[src/rtl/mips_mem_pkg.sv]
// Shared types and default widths for the unified instruction/data RAM port arbiter.
package mips_mem_pkg;

    localparam int ADDR_W_DEF = 32;
    localparam int DATA_W_DEF = 32;

    typedef enum logic [1:0] {
        IDLE,
        SERVE,
        DONE
    } state_t;

    typedef enum logic {
        GNT_MEM,
        GNT_IF
    } grant_t;

endpackage

[src/rtl/mem_port_arbiter_sat_counter.sv]
// Counts consecutive MEM grants made while a fetch waits; sat tells the arbiter to let the fetch in.
module sat_counter #(
    parameter int MAX_CONSEC = 4
) (
    input  logic clk,
    input  logic rst,
    input  logic inc,
    input  logic clr,
    output logic sat
);

    logic [3:0] count;

    // Clear wins over increment; the count holds at 15 rather than wrapping.
    always_ff @(posedge clk or negedge rst) begin
        if (!rst) begin
            count <= 4'd0;
        end else if (clr) begin
            count <= 4'd0;
        end else if (inc && (count != 4'hF)) begin
            count <= count + 4'd1;
        end
    end

    assign sat = (count >= 4'(MAX_CONSEC));

endmodule

[src/rtl/mem_port_arbiter.sv]
// Arbitrates the fetch port and the MEM-stage load/store port onto one single-ported RAM.
module mem_port_arbiter
    import mips_mem_pkg::*;
#(
    parameter int ADDR_W     = ADDR_W_DEF,
    parameter int DATA_W     = DATA_W_DEF,
    parameter int MAX_CONSEC = 4
) (
    input  logic              clk,
    input  logic              rst,
    input  logic              if_req,
    input  logic [ADDR_W-1:0] if_addr,
    output logic [DATA_W-1:0] if_rdata,
    output logic              if_ready,
    input  logic              mem_rd,
    input  logic              mem_wr,
    input  logic [ADDR_W-1:0] mem_addr,
    input  logic [DATA_W-1:0] mem_wdata,
    output logic [DATA_W-1:0] mem_rdata,
    output logic              mem_ready,
    output logic              stall_if,
    output logic              stall_mem,
    output logic              ram_req,
    output logic              ram_we,
    output logic [ADDR_W-1:0] ram_addr,
    output logic [DATA_W-1:0] ram_wdata,
    input  logic [DATA_W-1:0] ram_rdata,
    input  logic              ram_ack,
    output logic              proto_err
);

    state_t state;
    grant_t grant;
    logic   mem_any;
    logic   sat;
    logic   grant_mem_now;
    logic   grant_if_now;
    logic   cnt_clr;

    assign mem_any = mem_rd | mem_wr;

    // MEM has priority unless the fetch has already waited out MAX_CONSEC MEM grants.
    assign grant_mem_now = (state == IDLE) && mem_any && (!sat || !if_req);
    assign grant_if_now  = (state == IDLE) && !grant_mem_now && if_req;
    assign cnt_clr       = (state == IDLE) && (grant_if_now || !if_req);

    sat_counter #(
        .MAX_CONSEC(MAX_CONSEC)
    ) u_consec (
        .clk(clk),
        .rst(rst),
        .inc(grant_mem_now),
        .clr(cnt_clr),
        .sat(sat)
    );

    assign stall_if  = if_req & ~if_ready;
    assign stall_mem = mem_any & ~mem_ready;

    always_ff @(posedge clk or negedge rst) begin
        if (!rst) begin
            state     <= IDLE;
            grant     <= GNT_MEM;
            ram_req   <= 1'b0;
            ram_we    <= 1'b0;
            ram_addr  <= '0;
            ram_wdata <= '0;
            if_rdata  <= '0;
            mem_rdata <= '0;
            if_ready  <= 1'b0;
            mem_ready <= 1'b0;
            proto_err <= 1'b0;
        end else begin
            proto_err <= proto_err | (mem_rd & mem_wr);
            case (state)
                IDLE: begin
                    // A simultaneous rd+wr is executed as a write.
                    if (grant_mem_now) begin
                        grant     <= GNT_MEM;
                        ram_req   <= 1'b1;
                        ram_we    <= mem_wr;
                        ram_addr  <= mem_addr;
                        ram_wdata <= mem_wdata;
                        state     <= SERVE;
                    end else if (grant_if_now) begin
                        grant     <= GNT_IF;
                        ram_req   <= 1'b1;
                        ram_we    <= 1'b0;
                        ram_addr  <= if_addr;
                        ram_wdata <= '0;
                        state     <= SERVE;
                    end
                end
                SERVE: begin
                    if (ram_ack) begin
                        ram_req <= 1'b0;
                        ram_we  <= 1'b0;
                        if (grant == GNT_IF) begin
                            if_ready <= 1'b1;
                            if (!ram_we) if_rdata <= ram_rdata;
                        end else begin
                            mem_ready <= 1'b1;
                            if (!ram_we) mem_rdata <= ram_rdata;
                        end
                        state <= DONE;
                    end
                end
                DONE: begin
                    if_ready  <= 1'b0;
                    mem_ready <= 1'b0;
                    state     <= IDLE;
                end
                default: state <= IDLE;
            endcase
        end
    end

endmodule
[config.mk]
export PLATFORM = sky130hd
export DESIGN_NAME = mem_port_arbiter
export DESIGN_NICKNAME = d
export VERILOG_FILES = /design/src/rtl/mips_mem_pkg.sv /design/src/rtl/mem_port_arbiter_sat_counter.sv /design/src/rtl/mem_port_arbiter.sv
export SDC_FILE = /design/constraint.sdc
export NUM_CORES = 1
export LEC_CHECK = 0
export ABC_AREA = 1
export CAP_MARGIN = 0
export CORE_MARGIN = 1.5
export CORE_UTILIZATION = 33
export CTS_CLUSTER_SIZE = 8
export DETAILED_ROUTE_END_ITERATION = 10
export PLACE_DENSITY = 0.66
export SYNTH_ARGS = -nofsm -noshare
export SYNTH_HDL_FRONTEND = slang
export SYNTH_SLANG_ARGS = --single-unit
[constraint.sdc]
create_clock -name clk -period 1.65 [get_ports clk]
set_clock_uncertainty 0.05 [all_clocks]
set_input_delay 0.165 -clock clk [delete_from_list [all_inputs] [get_ports clk]]
set_output_delay 0.165 -clock clk [all_outputs]
set_load 0.005 [all_outputs]
Word level (Yosys, flattened, before mapping)
Index checks and enable logic that the tools add are counted.
- RAM bits: 0
- register bits after elaboration: 140
- bits in read-only memories: 0
- memories kept: 0
- bits in latches: 0
- output and inout port bits: 135
- logic and storage cells: 77
- bitwise logic cells: 9
- reduce and logical (&&, ||, !) cells: 23
- shift-type cells: 0
- $add $sub $neg: 1
- equality and inequality tests: 7
- muxes and demuxes: 24
- magnitude comparators: 1
- $mul: 0
- divide/modulo/power cells: 0
- operators by type and width (cell ; number):
    two-way mux 32 bit ; 4
    two-way mux 1 bit ; 10
    AND reduction 3 bit ; 3
    two-way mux 4 bit ; 2
    one-hot mux 1 bit (2 select lines) ; 4
    AND reduction 4 bit ; 2
    nonzero test 2 bit ; 4
    logical AND 1 bit ; 6
    two-way mux 2 bit ; 3
    != test 2 bit (second input constant) ; 3
    adder 4 x 1 -> 4 bit (second input constant) ; 1
    greater-or-equal comparator 4 x 3 -> 1 bit (second input constant) ; 1
    != test 4 bit (second input constant) ; 1
    inverter 1 bit ; 4
    one-hot mux 2 bit (2 select lines) ; 1
    AND reduction 2 bit ; 2
    AND 1 bit ; 3
    logical NOT 1 bit ; 3
    != test 3 bit (second input constant) ; 1
    equality test 2 x 1 -> 1 bit (second input constant) ; 1
    equality test 2 bit (second input constant) ; 1
    logical NOT 2 bit ; 1
    logical OR 1 bit ; 2
    OR 1 bit ; 2

Logic depth before layout (Yosys ltp)
- word-level depth: 10
- gate-level depth with buffers: 9
- gate-level depth less buffers: 8

Hierarchy
From an unflattened synthesis, not the netlist that was laid out.
- cells, all modules: 756
- area, all modules: 6077.1 µm²
- by module, submodules not included (module ; sequential area each (µm²) ; times used ; cells each ; area each (µm²)):
    mem_port_arbiter ; 3403.3 ; 1 ; 726 ; 5850.6
    sat_counter ; 100.1 ; 1 ; 30 ; 226.5

Worst setup path after synthesis
OpenSTA, ideal clock, no wires.
- kind: register to register
- start point: register state[1]
- end point: register if_rdata[16]
- path slack: 232 ps
- library setup time: 121 ps
- period minus slack after synthesis: 1418 ps
- arrival time: 1247 ps
- data required time: 1479 ps
- cell stages (with the launch flop): 6
- cell sequence: dfrtp_1 nor2_2 nand2_1 nor3_4 buf_6 o21ai_1
- word-level cells in the longest chain between the ends: 2
- ends and longest elaborated chain (item ; RTL line ; RTL):
    start: declaration ; mem_port_arbiter.sv:32 ; state_t state;
    start signal: assignment ; mem_port_arbiter.sv:62 ; state <= IDLE;
    start signal: assignment ; mem_port_arbiter.sv:84 ; state <= SERVE;
    start signal: assignment ; mem_port_arbiter.sv:91 ; state <= SERVE;
    equality test 2 x 1 -> 1 bit ; mem_port_arbiter.sv:75 ; case (state)
    AND reduction 4 bit (no line) ; - ;
    end signal: assignment ; mem_port_arbiter.sv:100 ; if (!ram_we) if_rdata <= ram_rdata;
    end: declaration ; mem_port_arbiter.sv:13 ; output logic [DATA_W-1:0] if_rdata,
No other way between the ends.
A chain may end at the register's enable or synchronous reset.

Worst setup path after layout
- start point: register ram_we
- end point: output port ram_we
- RTL lines (item ; RTL line ; RTL):
    start: declaration ; mem_port_arbiter.sv:24 ; output logic ram_we,
    start signal: assignment ; mem_port_arbiter.sv:81 ; ram_we <= mem_wr;
No word-level cell between the ends.

==> summary.txt <==
Critical path
  • Worst path required time: 1.43 ns
  • Critical R2R Capture: ram_addr[23]
  • CP max stage delay: 0.54 ns
  • Critical Path Start: ram_we
  • Worst R2R Path Depth: 8
  • Sequence of cells on the critical path: clkdlybuf4s50_1
  • Slowest CP cell: clkdlybuf4s50_1
  • Largest delay share family, worst path: buffers and inverters
  • CP Capture Type: primary output
  • Crit Path Max Fanout: 4
  • Crit Path Class: reg -> out
  • Reg2reg setup slack: 0.17 ns
  • Crit path buf inv count: 1
  • CP arrival: 1.36 ns
  • R2R Path Start: state[0]
  • Crit start category: flop

Global route
  • Grt ovf: 0
  • Initial antenna violation count: 0
  • Gr usage total: 18.8%
  • Pin count of the biggest net entering global routing: 54
  • First-pass GRT wire length: 27600 um
  • Vias in the first global route: 5461

Floorplan
  • Top Ports: 269
  • Rows: 49
  • Initial Util: 33.6%
  • Die Ht: 138 um
  • Full die area: 19000 um^2
  • CORE AREA: 17900 um^2
  • Die width: 138 um

Finish
  • FF+latch area: 3500 um^2
  • Most frequent cells in the layout: 366 x nand2_1, 265 x clkdlybuf4s50_1, 139 x dfrtp_1, 65 x nand3_1, 40 x inv_1
  • Fillers: 1651
  • Area of the multi-input gates: 2160 um^2
  • Layout cells sized above 1: 10.3%
  • Fin nets: 1130
  • Fin area: 9810 um^2
  • ANT cells: 0
  • Commonest non-fill, non-tap cell in the layout: nand2_1
  • Area growth syn-to-layout: 63.4%

Yosys
  • Avg Inst Size Synth: 8.44 um^2
  • Seq/Total Area, Yosys: 58.3%
  • Cells after Synth: 712
  • Mapped Nets: 847
  • Yosys warning count: 0
  • Yosys reg bits: 140
  • Yosys cell types: 20
  • Synthesized cell area: 6010 um^2

CTS
  • Root Driver: clkbuf_16
  • Clk sinks: 140
  • Worst-skew pair later-pin latency: 0.41 ns
  • CTS Buffer Depth: 2
  • CTS H-tree depth: 4
  • Cts bufs inserted: 17
  • Clock transition at path regs: 0.06 ns
  • CTS tree: built

Detailed routing
  • DR pass1 iterations: 4
  • Wirelength per Cell: 14.5 um
  • Via/cell ratio: 4.50
  • DR DRC count: 0
  • Routed via count: 5557
  • Final ANT Viol Nets: 0
  • Starting DRT DRC Count: 209
  • Routed wire length: 17900 um

STA
  • Slew @ Worst Pin: 0.397 ns
  • Tmin final: 1.57 ns
  • RSZ-0062 raised after global routing: false
  • Slew headroom: 73.6%
  • Final-report hold violation count: 0
  • Fin crit share: 95.3%
  • TNS Setup: 0 ns
  • Max-slew violations: 0
  • Final setup fails: 0
  • Fmax: 636 MHz

Power
  • Power, Total: 17.9 mW
  • VDD IR max: 0.762 mV
  • Pwr Density: 1830 nW/um^2
  • Leak: 4.78 nW

Worst hold path
  • HP Class: in -> async

Outcome
  • Status: finished clean

Flow run
  • Total of max-cap violations: 0

Placement
  • Placement Cell Area: 9200 um^2
  • RD Place Congestion: 0.809
  • Count of input and output buffers: 268
  • DP Wirelength: 12600 um
-- state kept, by name, summed over array words and instances (netlist names), 2 cells and up --
name	cells
if_rdata	32
mem_rdata	32
ram_addr	32
ram_wdata	32
u_consec.count	4
state	2
-- Yosys cell counts (all sizes together) --
master,count,area [um^2]
clkbuf,16,60.1
inv,43,161
nor3,1,16.3
dfrtp,140,3500
nor2,13,66.3
nand2,366,1370
xor2,1,8.76
ha,1,12.5
nand4,3,18.8
o21ai,40,305
nand3,65,325
a21oi,1,5.00
o21bai,1,7.51
buf,21,143
-- stage by stage --
step	instances	util, %	setup WS, ns	hold WS (ns)
3_5_place_dp	1204	51.4	-0.0959	0.0583
2_1_floorplan	712	-	0.232	-0.181
6_report	1236	54.8	0.0773	0.184
3_3_place_gp	1204	51.4	-0.107	0.0528
4_1_cts	1236	54.8	0.0388	0.171
5_1_grt	1236	54.8	0.0103	0.199
-- how the worst max path moves through the flow --
stage / end / slack (ns) / cells after the start
3_5_place_dp: ram_addr[23] / -0.1 / 9
4_1_cts: ram_we / 0.04 / 1
3_3_place_gp: ram_we / -0.11 / 7
6_report: ram_we / 0.08 / 1
5_1_grt: ram_we / 0.01 / 1
2_1_floorplan: if_rdata[16] / 0.23 / 5
-- cell type report --
type	count	area share [%]
Clock inverter	10	1.43
Sequential cell	140	35.7
Tap cell	229	2.92
Inverter	43	1.64
Multi-Input combinational cell	492	22.0
Timing Repair Buffer	301	31.5
Clock buffer	21	4.79
-- where the power goes --
group	internal, mW	switching, mW	leakage, nW
Sequential	5.04	0.900	1.73
Combinational	4.43	3.61	2.75
Clock	2.49	1.46	0.291
Total	12.0	5.97	4.78
-- layer usage --
| metal | vias to the layer above | part of all wire [%] | track usage [%] |
|---|---|---|---|
| li1 | 2768 | - | - |
| met1 | 2577 | 43 | 23.3 |
| met2 | 198 | 46 | 30.1 |
| met3 | 14 | 9.7 | 7.38 |
| met4 | 0 | 0.93 | 5.84 |
| met5 | - | 0 | 0 |
-- timing repair --
action / in CTS / in global routing
hold buffers: 1 / 0
endpoints found under the setup margin: 3 / 0
endpoints found under the hold margin: 108 / 0
buffers inserted: 0 / 0
resized for setup: 3 / 0
-- kinds of logic (layout without fill, tap and decap cells) --
group                      count (synthesis)  after routing  synth area share (%)
xor gates and xnor gates                   1              1                 0.146
DFF                                      140            140                  58.3
and+or+nand+nor                          448            448                  30.0
adders and majority gates                  1              1                 0.208
buffers and inverters                     80            375                  6.06
AOI/OAI and AO/OA                         42             42                  5.29
No activity file was read; power rests on OpenSTA's default activity.
